--- config.mk ---
export PLATFORM = sky130hd
export DESIGN_NAME = sdram_init_aref
export DESIGN_NICKNAME = d
export VERILOG_FILES = /design/src/rtl/sdram_pkg.sv /design/src/rtl/sdram_aref_timer.sv /design/src/rtl/sdram_init_aref.sv
export SDC_FILE = /design/constraint.sdc
export NUM_CORES = 1
export LEC_CHECK = 0
export CAP_MARGIN = 20
export CORE_ASPECT_RATIO = 0.6
export CORE_MARGIN = 5
export CORE_UTILIZATION = 59
export DETAILED_ROUTE_END_ITERATION = 12
export PLACE_DENSITY = 0.85
export RECOVER_POWER = 100
export SYNTH_ARGS = -nofsm -noshare
export SYNTH_HDL_FRONTEND = slang
export SYNTH_SLANG_ARGS = --single-unit
--- constraint.sdc ---
create_clock -name sclk -period 5.49 [get_ports sclk]
set_input_delay 1.098 -clock sclk [delete_from_list [all_inputs] [get_ports sclk]]
set_output_delay 1.098 -clock sclk [all_outputs]
set_load 0.02 [all_outputs]
--- src/rtl/sdram_pkg.sv ---
// Shared SDRAM definitions: command encodings, sequencer states and
// elaboration-time helpers for mode-register fields and cycle counts.
package sdram_pkg;

    // {cs_n, ras_n, cas_n, we_n}
    localparam logic [3:0] CMD_NOP  = 4'b0111;
    localparam logic [3:0] CMD_PRE  = 4'b0010;
    localparam logic [3:0] CMD_AREF = 4'b0001;
    localparam logic [3:0] CMD_MRS  = 4'b0000;
    localparam logic [3:0] CMD_ACT  = 4'b0011;
    localparam logic [3:0] CMD_RD   = 4'b0101;
    localparam logic [3:0] CMD_WR   = 4'b0100;

    typedef enum logic [2:0] {
        ST_PWR,
        ST_TRP,
        ST_TRFC,
        ST_TMRD,
        ST_IDLE,
        ST_RTRP,
        ST_RTRFC
    } aref_state_e;

    // Mode-register burst-length field; 0 selects full page.
    function automatic logic [2:0] bl_code(input int bl);
        case (bl)
            1:       return 3'b000;
            2:       return 3'b001;
            4:       return 3'b010;
            8:       return 3'b011;
            default: return 3'b111;
        endcase
    endfunction

    function automatic bit bl_legal(input int bl);
        return (bl == 0) || (bl == 1) || (bl == 2) || (bl == 4) || (bl == 8);
    endfunction

    function automatic int us_to_cyc(input int us, input int clk_ns);
        return (us * 1000) / clk_ns;
    endfunction

endpackage

--- src/rtl/sdram_aref_timer.sv ---
// Free-running refresh interval timer. Raises a refresh request on every
// interval expiry and latches a sticky miss flag if the previous request
// was still pending when the next interval expired.
module sdram_aref_timer #(
    parameter int T_REFI_CYC = 390
) (
    input  logic sclk,
    input  logic s_rst_n,
    input  logic enable,
    input  logic req_clr,
    output logic aref_req,
    output logic aref_miss
);

    localparam int              TMR_W  = $clog2(T_REFI_CYC + 1);
    localparam logic [TMR_W-1:0] RELOAD = TMR_W'(T_REFI_CYC - 1);

    logic [TMR_W-1:0] cnt;
    logic             expire;

    // The counter never restarts on a grant, so the long-run refresh rate is exact.
    assign expire = enable && (cnt == '0);

    // Interval down-counter, request set/clear and sticky miss.
    always_ff @(posedge sclk or negedge s_rst_n) begin
        if (!s_rst_n) begin
            cnt       <= RELOAD;
            aref_req  <= 1'b0;
            aref_miss <= 1'b0;
        end else begin
            if (!enable || expire) begin
                cnt <= RELOAD;
            end else begin
                cnt <= cnt - 1'b1;
            end
            // A new expiry wins over a same-cycle clear: the fresh interval needs its own refresh.
            if (expire) begin
                aref_req <= 1'b1;
            end else if (req_clr) begin
                aref_req <= 1'b0;
            end
            if (expire && aref_req && !req_clr) begin
                aref_miss <= 1'b1;
            end
        end
    end

endmodule

--- src/rtl/sdram_init_aref.sv ---
// SDRAM power-up initialisation and periodic auto-refresh sequencer.
//
// state    | meaning
// ---------+------------------------------------------------------------
// PWR      | power-up wait; PRECHARGE-all issued on leaving
// TRP      | init tRP wait after PRECHARGE; AREF issued on leaving
// TRFC     | init tRFC wait; next AREF or MRS issued on leaving
// TMRD     | tMRD wait after MRS; init_done set on leaving
// IDLE     | normal operation; PRECHARGE-all issued on granted request
// RTRP     | refresh tRP wait; AREF issued on leaving
// RTRFC    | refresh tRFC wait; aref_done pulsed on leaving
//
// Commands are registered together with the state transition, so a command
// appears on the bus in the same cycle the FSM enters the following wait state.
module sdram_init_aref
    import sdram_pkg::*;
#(
    parameter int CLK_PERIOD_NS = 20,
    parameter int T_POWERUP_US  = 200,
    parameter int T_RP_CYC      = 2,
    parameter int T_RFC_CYC     = 7,
    parameter int T_MRD_CYC     = 2,
    parameter int INIT_AREF_NUM = 8,
    parameter int T_REFI_CYC    = 390,
    parameter int CAS_LAT       = 3,
    parameter int BURST_LEN     = 4,
    parameter int ADDR_W        = 13,
    parameter int BANK_W        = 2
) (
    input  logic              sclk,
    input  logic              s_rst_n,
    output logic              sdram_cke,
    output logic [3:0]        sdram_cmd,
    output logic [ADDR_W-1:0] sdram_addr,
    output logic [BANK_W-1:0] sdram_bank,
    output logic              init_done,
    output logic              aref_req,
    input  logic              aref_en,
    output logic              aref_done,
    output logic              aref_miss
);

    localparam int T_POWERUP_CYC = us_to_cyc(T_POWERUP_US, CLK_PERIOD_NS);
    localparam int CNT_W  = $clog2(T_POWERUP_CYC + T_RP_CYC + T_RFC_CYC + T_MRD_CYC + 1);
    localparam int ACNT_W = $clog2(INIT_AREF_NUM + 1);

    localparam logic [2:0]        CAS_CODE = 3'(CAS_LAT);
    localparam logic [ADDR_W-1:0] PRE_ADDR = ADDR_W'(11'h400);
    localparam logic [ADDR_W-1:0] MRS_ADDR = ADDR_W'({CAS_CODE, 1'b0, bl_code(BURST_LEN)});

    if (!(CAS_LAT == 2 || CAS_LAT == 3)) begin : g_bad_cas
        $fatal(1, "sdram_init_aref: CAS_LAT must be 2 or 3");
    end
    if (!bl_legal(BURST_LEN)) begin : g_bad_bl
        $fatal(1, "sdram_init_aref: BURST_LEN must be 0, 1, 2, 4 or 8");
    end
    if (ADDR_W < 11) begin : g_bad_addr
        $fatal(1, "sdram_init_aref: ADDR_W must be at least 11");
    end

    aref_state_e        state, state_nxt;
    logic [CNT_W-1:0]   cnt, cnt_nxt;
    logic [ACNT_W-1:0]  aref_cnt, aref_cnt_nxt;
    logic [3:0]         cmd_nxt;
    logic [ADDR_W-1:0]  addr_nxt;
    logic               init_done_nxt;
    logic               aref_done_nxt;
    logic               req_clr;

    // Refresh interval timer runs only once init has finished.
    sdram_aref_timer #(
        .T_REFI_CYC (T_REFI_CYC)
    ) u_timer (
        .sclk      (sclk),
        .s_rst_n   (s_rst_n),
        .enable    (init_done),
        .req_clr   (req_clr),
        .aref_req  (aref_req),
        .aref_miss (aref_miss)
    );

    // State, wait counter and registered command bus.
    always_ff @(posedge sclk or negedge s_rst_n) begin
        if (!s_rst_n) begin
            state      <= ST_PWR;
            cnt        <= CNT_W'(T_POWERUP_CYC);
            aref_cnt   <= '0;
            sdram_cke  <= 1'b0;
            sdram_cmd  <= CMD_NOP;
            sdram_addr <= '0;
            sdram_bank <= '0;
            init_done  <= 1'b0;
            aref_done  <= 1'b0;
        end else begin
            state      <= state_nxt;
            cnt        <= cnt_nxt;
            aref_cnt   <= aref_cnt_nxt;
            sdram_cke  <= 1'b1;
            sdram_cmd  <= cmd_nxt;
            sdram_addr <= addr_nxt;
            sdram_bank <= '0;
            init_done  <= init_done_nxt;
            aref_done  <= aref_done_nxt;
        end
    end

    // Next-state, command selection and wait-counter reloads.
    always_comb begin
        state_nxt     = state;
        cnt_nxt       = (cnt == '0) ? cnt : cnt - 1'b1;
        aref_cnt_nxt  = aref_cnt;
        cmd_nxt       = CMD_NOP;
        addr_nxt      = '0;
        init_done_nxt = init_done;
        aref_done_nxt = 1'b0;
        req_clr       = 1'b0;
        case (state)
            ST_PWR: begin
                if (cnt == '0) begin
                    cmd_nxt   = CMD_PRE;
                    addr_nxt  = PRE_ADDR;
                    cnt_nxt   = CNT_W'(T_RP_CYC - 1);
                    state_nxt = ST_TRP;
                end
            end
            ST_TRP: begin
                if (cnt == '0) begin
                    cmd_nxt      = CMD_AREF;
                    aref_cnt_nxt = aref_cnt + 1'b1;
                    cnt_nxt      = CNT_W'(T_RFC_CYC - 1);
                    state_nxt    = ST_TRFC;
                end
            end
            ST_TRFC: begin
                if (cnt == '0) begin
                    if (aref_cnt < ACNT_W'(INIT_AREF_NUM)) begin
                        cmd_nxt      = CMD_AREF;
                        aref_cnt_nxt = aref_cnt + 1'b1;
                        cnt_nxt      = CNT_W'(T_RFC_CYC - 1);
                    end else begin
                        cmd_nxt   = CMD_MRS;
                        addr_nxt  = MRS_ADDR;
                        cnt_nxt   = CNT_W'(T_MRD_CYC - 1);
                        state_nxt = ST_TMRD;
                    end
                end
            end
            ST_TMRD: begin
                if (cnt == '0) begin
                    init_done_nxt = 1'b1;
                    state_nxt     = ST_IDLE;
                end
            end
            ST_IDLE: begin
                if (aref_req && aref_en) begin
                    cmd_nxt   = CMD_PRE;
                    addr_nxt  = PRE_ADDR;
                    req_clr   = 1'b1;
                    cnt_nxt   = CNT_W'(T_RP_CYC - 1);
                    state_nxt = ST_RTRP;
                end
            end
            ST_RTRP: begin
                if (cnt == '0) begin
                    cmd_nxt   = CMD_AREF;
                    cnt_nxt   = CNT_W'(T_RFC_CYC - 1);
                    state_nxt = ST_RTRFC;
                end
            end
            ST_RTRFC: begin
                if (cnt == '0) begin
                    aref_done_nxt = 1'b1;
                    state_nxt     = ST_IDLE;
                end
            end
            default: begin
                state_nxt = ST_PWR;
            end
        endcase
    end

endmodule

# Word-level counts from Yosys, hierarchy flattened
# Index checks and enable logic that the tools add are counted.
# word_totals
in_bits	3
romBits	0
ramBits	0
regBits	52
n_memories	0
out_inout_bits	24
latchBits	0
# classes
n_eq_ne	14
shift	0
order_cmp	1
div	0
add_sub_neg	3
mul	0
reduce_logical	17
muxes	37
bitwise	0
# op_table
op	n
$mux W14	5
$pmux W14 S4	1
$mux W3	12
$pmux W11 S3	1
$mux W11	2
$pmux W3 S6	1
$logic_not A14 Y1	1
$ne A2 B2 Y1 const B	7
$sub A14 B1 Y14 const B	1
$mux W4	3
$mux W6	2
$pmux W3 S4	1
$eq A3 B3 Y1 const B	3
$logic_not A9 Y1	1
$mux W9	1
$sub A9 B1 Y9 const B	1
$pmux W4 S2	1
$mux W1	7
$reduce_and A7 Y1	1
$eq A3 B2 Y1 const B	2
$add A4 B1 Y4 const B	1
$logic_and A1 B1 Y1	4
$lt A4 B4 Y1 const B	1
$reduce_and A4 Y1	1
8 further kinds	11

# Depth between registers and ports, before layout
# Gate-level depths: netlist of the first run.
# logic_depth
ltp_word	5
mapped_depth	10
ltp_nobuf	10

# Modules after synthesis
# From an unflattened synthesis of the first run, not the netlist that was laid out.
# unflattened
hier_cells	219
area_unflattened_um2	2224.6
# modules_own_cells
module	seq_area_each_um2	instances	area_per_inst_um2	cells_each
sdram_init_aref	735.7	1	1672.9	169
sdram_aref_timer	280.3	1	551.8	50

# Worst setup path after synthesis of the first run
# Ideal clock, no wire load.
# synth_timing
path_type	reg2reg
startpoint	reg cnt[2]
endpoint	reg cnt[0]
t_arrival_ns	2.047
synth_period_minus_slack_ns	2.113
required_time_ns	5.424
setup_ns	0.066
slack_ns	3.377
path_stages_with_launch	10
cell_sequence	dfrtp_1 nor4_2 nand4_1 nor2_1 inv_2 ha_1 nor2b_1 o31a_1 o22ai_1 a31o_1
# synth_via
elab_chain_cells	4
word_cells_on_any_way	7
# synth_lines
element	line	text
from (decl)	sdram_init_aref.sv:62	logic [CNT_W-1:0] cnt, cnt_nxt;
from (signal assigned)	sdram_init_aref.sv:86	cnt <= CNT_W'(T_POWERUP_CYC);
from (signal assigned)	sdram_init_aref.sv:96	cnt <= cnt_nxt;
$logic_not A14 Y1 *	-	
$mux W14	sdram_init_aref.sv:110	cnt_nxt = (cnt == '0) ? cnt : cnt - 1'b1;
$mux W14 (on tied branches)	-	
$pmux W14 S4 *	sdram_init_aref.sv:117	case (state)
via cnt_nxt[0]	sdram_init_aref.sv:62	
# Mark *: on every way through the listed nets, which the timed path passes. The rest lies on a longest branch.
# A chain may end at the register's enable or synchronous reset.

# Final worst setup path of the first run
# Same ends and word-level chain as after synthesis.

==> impl_metrics.csv, run 1 <==
group,metric,value,unit
outcome,outcome,"complete, but fails checks",
outcome,violations,"max-capacitance violations, max-slew violations",
cells_and_area,multi_input_area,1012,µm²
placed_design,gp_congestion,0.9704,
floorplan,ios,27,
timing,finalCritPeriodShare,57.77,%
hold_path,holdCritStartpoint,"aref_cnt[2]",
critical_path,r2r-start,"cnt[2]",
critical_path,crit_chain,"nor4_1, nand4_1, nor2_1, inv_1, ha_1, nor2b_1, o31a_1, o22ai_1, a31o_1",
cts,htreeDepth,2,
timing,fin_crit,3.171,ns
hold_path,min_to,"aref_cnt[2]",
hold_path,hp-class,"reg -> reg",
logic_synthesis,synth_top_area_share,32.09,%
cells_and_area,fin_util,65.92,%
pwr,pwr_density_cell,235.7,nW/µm²
timing,skew,0.007802,ns
critical_path,crit_slowest_cell,"nor4_1",
floorplan,die_w,88.54,µm
logic_synthesis,synth.ff_latch_count,40,
drt,drtPass1Iterations,5,
logic_synthesis,syn-cell-area,2183,µm²
grt,grt_remaining_overflow,0,
cts,clk_latency,0.29,ns
critical_path,arrival,3.40,ns
grt,grt_antenna_before_repair,0,
flow_run,cap_viol_max_count,1,
grt,grt_util_all_layers,19.87,%
critical_path,crit_type,"reg -> reg",
drt,num_vias,1704,
cells_and_area,diodes,0,
logic_synthesis,synth.avg_cell_area,9.879,µm²
cells_and_area,fin_nets,240,
timing,setup_violations,0,
logic_synthesis,postSynthCellCount,221,
timing,worst_pin_slew,2.050,ns
cts,clockRootBuffer,"clkbuf_8",
logic_synthesis,synth_ff_type,"dfrtp_1",
timing,max_slew_margin,-36.70,%
critical_path,r2r_end,"cnt[0]",
floorplan,fp.dieH,57.12,µm
floorplan,row_count,17,
pwr,power.leakage,0.9867,nW
critical_path,critPathMaxStageDelay,0.65,ns
drt,route.antenna.remaining_nets,0,
logic_synthesis,ys_async_sr_fraction,100.0,%
logic_synthesis,yosysWarnings,0,
logic_synthesis,synth_edf_count,0,
cts,cts_setup_buffers,0,
logic_synthesis,yosys-top-cells-area,"dfrtp_1, dfstp_2, buf_4, ha_1, nand2_1",
timing,setup-tns-final,0,ns
critical_path,worst_setup_path_start_kind,"register",
cts,cts.repair.resized,0,
placed_design,io_buffers,14,
cts,cts_sinks,40,
critical_path,cp_max_fo,12,
drt,drc,0,
floorplan,start_util,60.38,%
cts,hold_buffers,0,
logic_synthesis,ys_seq_area_share,46.53,%
cells_and_area,nFillCells,279,
critical_path,rrSetupSlack,2.32,ns
critical_path,r2r_cells,9,
critical_path,critPathRequiredTime,5.72,ns
cts,clock_path_buffers,2,
grt,grt_max_degree,41,
timing,slew_viol_final,41,
cells_and_area,drive_above_1_share,10.34,%
floorplan,core_area,3616,µm²
cells_and_area,syn_to_final_growth,9.169,%
timing,whs,0.4675,ns
critical_path,cp-end-kind,"register",
drt,drtIter0Drc,218,
pwr,p_total,0.5618,mW
pwr,ir_drop,128.3,µV
grt,grt_pass1_vias,1583,
cells_and_area,regArea,1016,µm²
drt,wire_per_inst,16.31,µm
logic_synthesis,yosysUniqueCellTypes,55,
timing,hold_viol_final,0,
hold_path,holdPathStages,1,
timing,rsz0062_at_grt,"false",
drt,viasPerCell,6.108,
grt,grt_pass1_wl,7783,µm
cts,cts-buffers-inserted,5,
floorplan,die_area,5057,µm²
logic_synthesis,synth.largest_area_cell,"dfrtp_1",
drt,drt_wl_total,4551,µm
timing,fmax,315.3,MHz
cts,clk_pin_slew_worst_paths,0.07,ns
placed_design,hpwl,3335,µm
cts,cts_tree,"yes",
-- state kept, by name (all words and copies together) (netlist names) --
signal / cells
u_timer.aref_req: 1
sdram_cke: 1
aref_done: 1
sdram_addr: 2
u_timer.cnt: 9
sdram_cmd: 3
aref_cnt: 4
u_timer.aref_miss: 1
state: 3
init_done: 1
cnt: 14
-- cell usage after synthesis, types with 2 or more instances --
cell type  number
xnor2_1         5
nor3_1          7
or4_1           7
and4_1          2
o31ai_1         7
dfrtp_1        28
a31oi_1         2
o21ai_1         5
nand4_1         2
a21o_1          3
o22ai_1         2
a211oi_1        2
a21oi_1         5
nor4_1          8
buf_2           2
conb_1          2
clkbuf_1        5
inv_1          10
nand2_1        14
nor2b_1         3
a22oi_1         6
o21ai_0         5
buf_4          14
and3_1          2
nor2_1         14
nand3_1         6
xor2_1          3
nor3b_1         3
dfstp_2        12
ha_1            6
or3_1           4
a21boi_0        2
-- layout make-up --
| cell class | instances | area share, % |
|---|---|---|
| well taps | 47 | 2.467 |
| flip-flops and latches | 40 | 42.62 |
| multi-input cells | 159 | 42.47 |
| clock buffers | 6 | 3.465 |
| inverters | 11 | 1.732 |
| repair buffers | 14 | 5.617 |
| clock inverters | 2 | 1.627 |
-- cells by family (layout without fill, tap and decap cells) --
kind of cell    after synthesis  after routing  share of synthesized area (%)
xor+xnor                      8              8                          3.209
other cells                   2             13                         0.3440
fa+ha+maj                     6              6                          3.438
buf+inv                      33             33                          8.539
flops                        40             40                          46.53
compound gates               52             52                          16.79
simple gates                 77             77                          19.66
mux                           3              3                          1.490
-- metrics by stage --
stage / instance area (µm²) / setup slack [ns] / cells
after floorplan: 2225 / 3.377 / 232
after global placement: 2273 / 2.777 / 271
after detailed placement: 2273 / 2.665 / 271
after CTS: 2395 / 2.640 / 279
after global routing: 2384 / 2.137 / 279
final: 2384 / 2.319 / 279
-- worst max path at each step --
stage                       from  endpoint  slack, ns  depth (start not counted)
after floorplan           cnt[2]    cnt[0]       3.38                          9
after global placement    cnt[2]    cnt[0]       2.78                          9
after detailed placement  cnt[2]    cnt[0]       2.67                          9
after CTS                 cnt[2]    cnt[0]       2.64                          9
after global routing      cnt[2]    cnt[0]       2.14                          9
final                     cnt[2]    cnt[0]       2.32                          9
-- placed cells by master, fill, tap and decap left out, types with 9 or more instances in the layout --
| master | n |
|---|---|
| conb_1 | 13 |
| nor4_1 | 9 |
| dfrtp_1 | 28 |
| dfstp_2 | 12 |
| dlygate4sd3_1 | 13 |
| nor2_1 | 14 |
| inv_1 | 11 |
| nand2_1 | 14 |
-- layer usage --
metal / vias to the layer above / GRT usage [%] / routed length [µm] / part of all wire [%]
met5: - / 0 / 0 / 0
met3: 7 / 4.906 / 396 / 8.7
li1: 805 / - / - / -
met1: 797 / 31.28 / 2321 / 51
met2: 95 / 27.48 / 1797 / 39
met4: 0 / 4.310 / 36 / 0.79
-- worst max-delay path, delay by kind of cell, from the launching register on --
| family | cells | cell delay, ns |
|---|---|---|
| AOI/OAI and AO/OA | 3 | 0.49 |
| adders and majority gates | 1 | 0.20 |
| buffers and inverters | 1 | 0.16 |
| DFF | 1 | 0.42 |
| and+or+nand+nor | 4 | 1.83 |
-- report_power, final --
| part | leakage, nW | internal [mW] | switching (mW) |
|---|---|---|---|
| sequential | 0.485 | 0.295 | 0.0000790 |
| combinational | 0.440 | 0.00110 | 0.0136 |
| clock | 0.0614 | 0.149 | 0.103 |
(Power assumes the default switching activity.)
==> inputs of run 2 (changes only) <==
--- a/config.mk
+++ b/config.mk
@@ -8,9 +8,9 @@
 export CAP_MARGIN = 20
 export CORE_ASPECT_RATIO = 0.6
 export CORE_MARGIN = 5
-export CORE_UTILIZATION = 59
+export CORE_UTILIZATION = 50
 export DETAILED_ROUTE_END_ITERATION = 12
-export PLACE_DENSITY = 0.85
+export PLACE_DENSITY = 0.77
 export RECOVER_POWER = 100
 export SYNTH_ARGS = -nofsm -noshare
 export SYNTH_HDL_FRONTEND = slang
==> constraint.sdc (replaced) <==
create_clock -name sclk -period 2.55 [get_ports sclk]
set_input_delay 0.51 -clock sclk [delete_from_list [all_inputs] [get_ports sclk]]
set_output_delay 0.51 -clock sclk [all_outputs]
set_load 0.02 [all_outputs]
==> run 2 against run 1 <==
Net effect:
- the run now ends clean
- clock power rose by 63%
- flip-flop and latch count stayed put
- sequential power is 120% higher
==> impl_metrics.csv, run 2 (synthesis gave the netlist of run 1 again) <==
group,metric,value,unit
floorplan,ios,27,
timing,rsz0062_at_grt,"false",
drt,wire_per_inst,14.97,µm
cells_and_area,diodes,0,
pwr,pwr_density_cell,447.4,nW/µm²
timing,slew_viol_final,0,
grt,grt_util_all_layers,17.40,%
placed_design,hpwl,3316,µm
placed_design,gp_congestion,0.8809,
cells_and_area,layout_commonest_cell,"dfrtp_1",
grt,grt_pass1_wl,7500,µm
cts,htreeDepth,2,
cts,clk_pin_slew_worst_paths,0.07,ns
critical_path,critPathRequiredTime,2.72,ns
drt,drt_wl_total,4462,µm
flow_run,cap_viol_max_count,0,
timing,skew,0.009541,ns
timing,setup_violations,0,
drt,drtIter0Drc,144,
critical_path,arrival,2.47,ns
cts,cts.repair.resized,0,
cts,cts_sinks,40,
timing,fin_crit,2.295,ns
floorplan,die_area,5832,µm²
grt,grt_pass1_vias,1523,
grt,grt_remaining_overflow,0,
timing,finalCritPeriodShare,90.00,%
floorplan,row_count,18,
cells_and_area,mostFrequentLayoutCells,"dfrtp_1, nand2_1, nor2_1",
timing,worst_pin_slew,0.8731,ns
drt,drtPass1Iterations,5,
pwr,p_total,1.080,mW
critical_path,cp_max_fo,11,
critical_path,cp-end-kind,"register",
critical_path,worst_setup_path_start_kind,"register",
timing,hold_viol_final,0,
cts,cts_tree,"yes",
cts,hold_buffers,0,
pwr,power.leakage,0.9994,nW
grt,grt_antenna_before_repair,0,
cells_and_area,drive_above_1_share,12.61,%
placed_design,dpl_cell_area,2335,µm²
cells_and_area,design_area,2415,µm²
drt,num_vias,1719,
cts,cts-buffers-inserted,5,
cells_and_area,fin_cells,298,
placed_design,io_buffers,14,
timing,setup-tns-final,0,ns
cts,clock_path_buffers,2,
cells_and_area,fin_nets,246,
cells_and_area,top_register,"cnt",
outcome,outcome,"completed",
cts,cts_setup_buffers,0,
cts,clockRootBuffer,"clkbuf_8",
critical_path,crit_type,"reg -> reg",
cts,clk_latency,0.30,ns
pwr,ir_drop,363.4,µV
drt,viasPerCell,5.768,
cells_and_area,largestRegisters,"cnt (14), u_timer.cnt (9), aref_cnt (4)",
placed_design,place_inst,290,
floorplan,die_w,95.31,µm
timing,fmax,435.8,MHz
cells_and_area,largest_reg_flops,14,
cells_and_area,syn_to_final_growth,10.60,%
drt,drc,0,
timing,max_slew_margin,41.79,%
floorplan,fp.dieH,61.19,µm
critical_path,r2r-start,"cnt[8]",
floorplan,start_util,52.40,%
grt,grt_max_degree,41,
floorplan,core_area,4167,µm²
drt,route.antenna.remaining_nets,0,
hold_path,hp-class,"in -> async",
critical_path,startpoint,"cnt[8]",
[run 2: changes by cell type in the layout (fill, tap and decap cells not counted), sizes merged]
cell           before  now
clkdlybuf4s50       0    1
dlygate4sd3        13   12
bufinv              1    0
buf                 0    5
clkinv              1    3
[run 2: power breakdown]
group	total [mW]	internal (mW)	switching [mW]	leakage, nW
Sequential	0.636	0.636	0.000113	0.483
Clock	0.412	0.190	0.222	0.0479
Combinational	0.0326	0.00299	0.0297	0.468
[run 2: stage by stage]
stage,hold slack [ns],setup WS (ns),util (%)
floorplan,0.2144,0.4373,-
global placement,0.4471,0.5252,56.04
detailed placement,0.4512,0.4623,56.04
CTS,0.3522,0.4340,58.14
global route,0.3932,0.1231,57.96
finish,0.3331,0.2551,57.96
[run 2: worst max-delay path: stages, from the launching register on]
cell and delay [ns]:
dfstp_1 0.41, nor4_1 0.44, nand4_1 0.18, clkbuf_1 0.27, nor4_1 0.50, mux2_1 0.38
[run 2: final timing paths]
path | cells after the start | end | slack, ns
hold / removal | 1 | state[1] | 0.33
setup reg to reg | 5 | aref_cnt[1] | 0.26
setup / recovery | 5 | aref_cnt[1] | 0.26
max in group asynchronous | 1 | u_timer.cnt[5] | 1.68
min in group sclk | 1 | u_timer.cnt[0] | 0.47
hold reg to reg | 1 | u_timer.cnt[0] | 0.47
[run 2: area by class of cell]
type | instances | area [µm²]
clock buffer | 5 | 68.82
clock inverter | 3 | 18.77
fill | 359 | 1752
inverter | 11 | 41.29
multi-input combinational | 159 | 1022
sequential | 40 | 1016
tap | 60 | 75.07
timing repair buffer | 20 | 172.7
[run 2: routing by layer]
| metal | vias up | part of all wire, % | GRT usage (%) |
|---|---|---|---|
| met5 | - | 0 | 0 |
| met4 | 0 | 1.3 | 6.366 |
| met3 | 7 | 11 | 6.349 |
| met2 | 81 | 39 | 23.38 |
| met1 | 808 | 49 | 25.50 |
| li1 | 823 | - | - |
==> inputs of run 3 (changes only) <==
--- a/config.mk
+++ b/config.mk
@@ -12,6 +12,8 @@
 export DETAILED_ROUTE_END_ITERATION = 12
 export PLACE_DENSITY = 0.77
 export RECOVER_POWER = 100
+export SETUP_SLACK_MARGIN = 0.05
+export SKIP_LAST_GASP = 1
 export SYNTH_ARGS = -nofsm -noshare
 export SYNTH_HDL_FRONTEND = slang
 export SYNTH_SLANG_ARGS = --single-unit
==> results of run 3 <==
Final layout, timing and power as in run 2 (identical DEF).
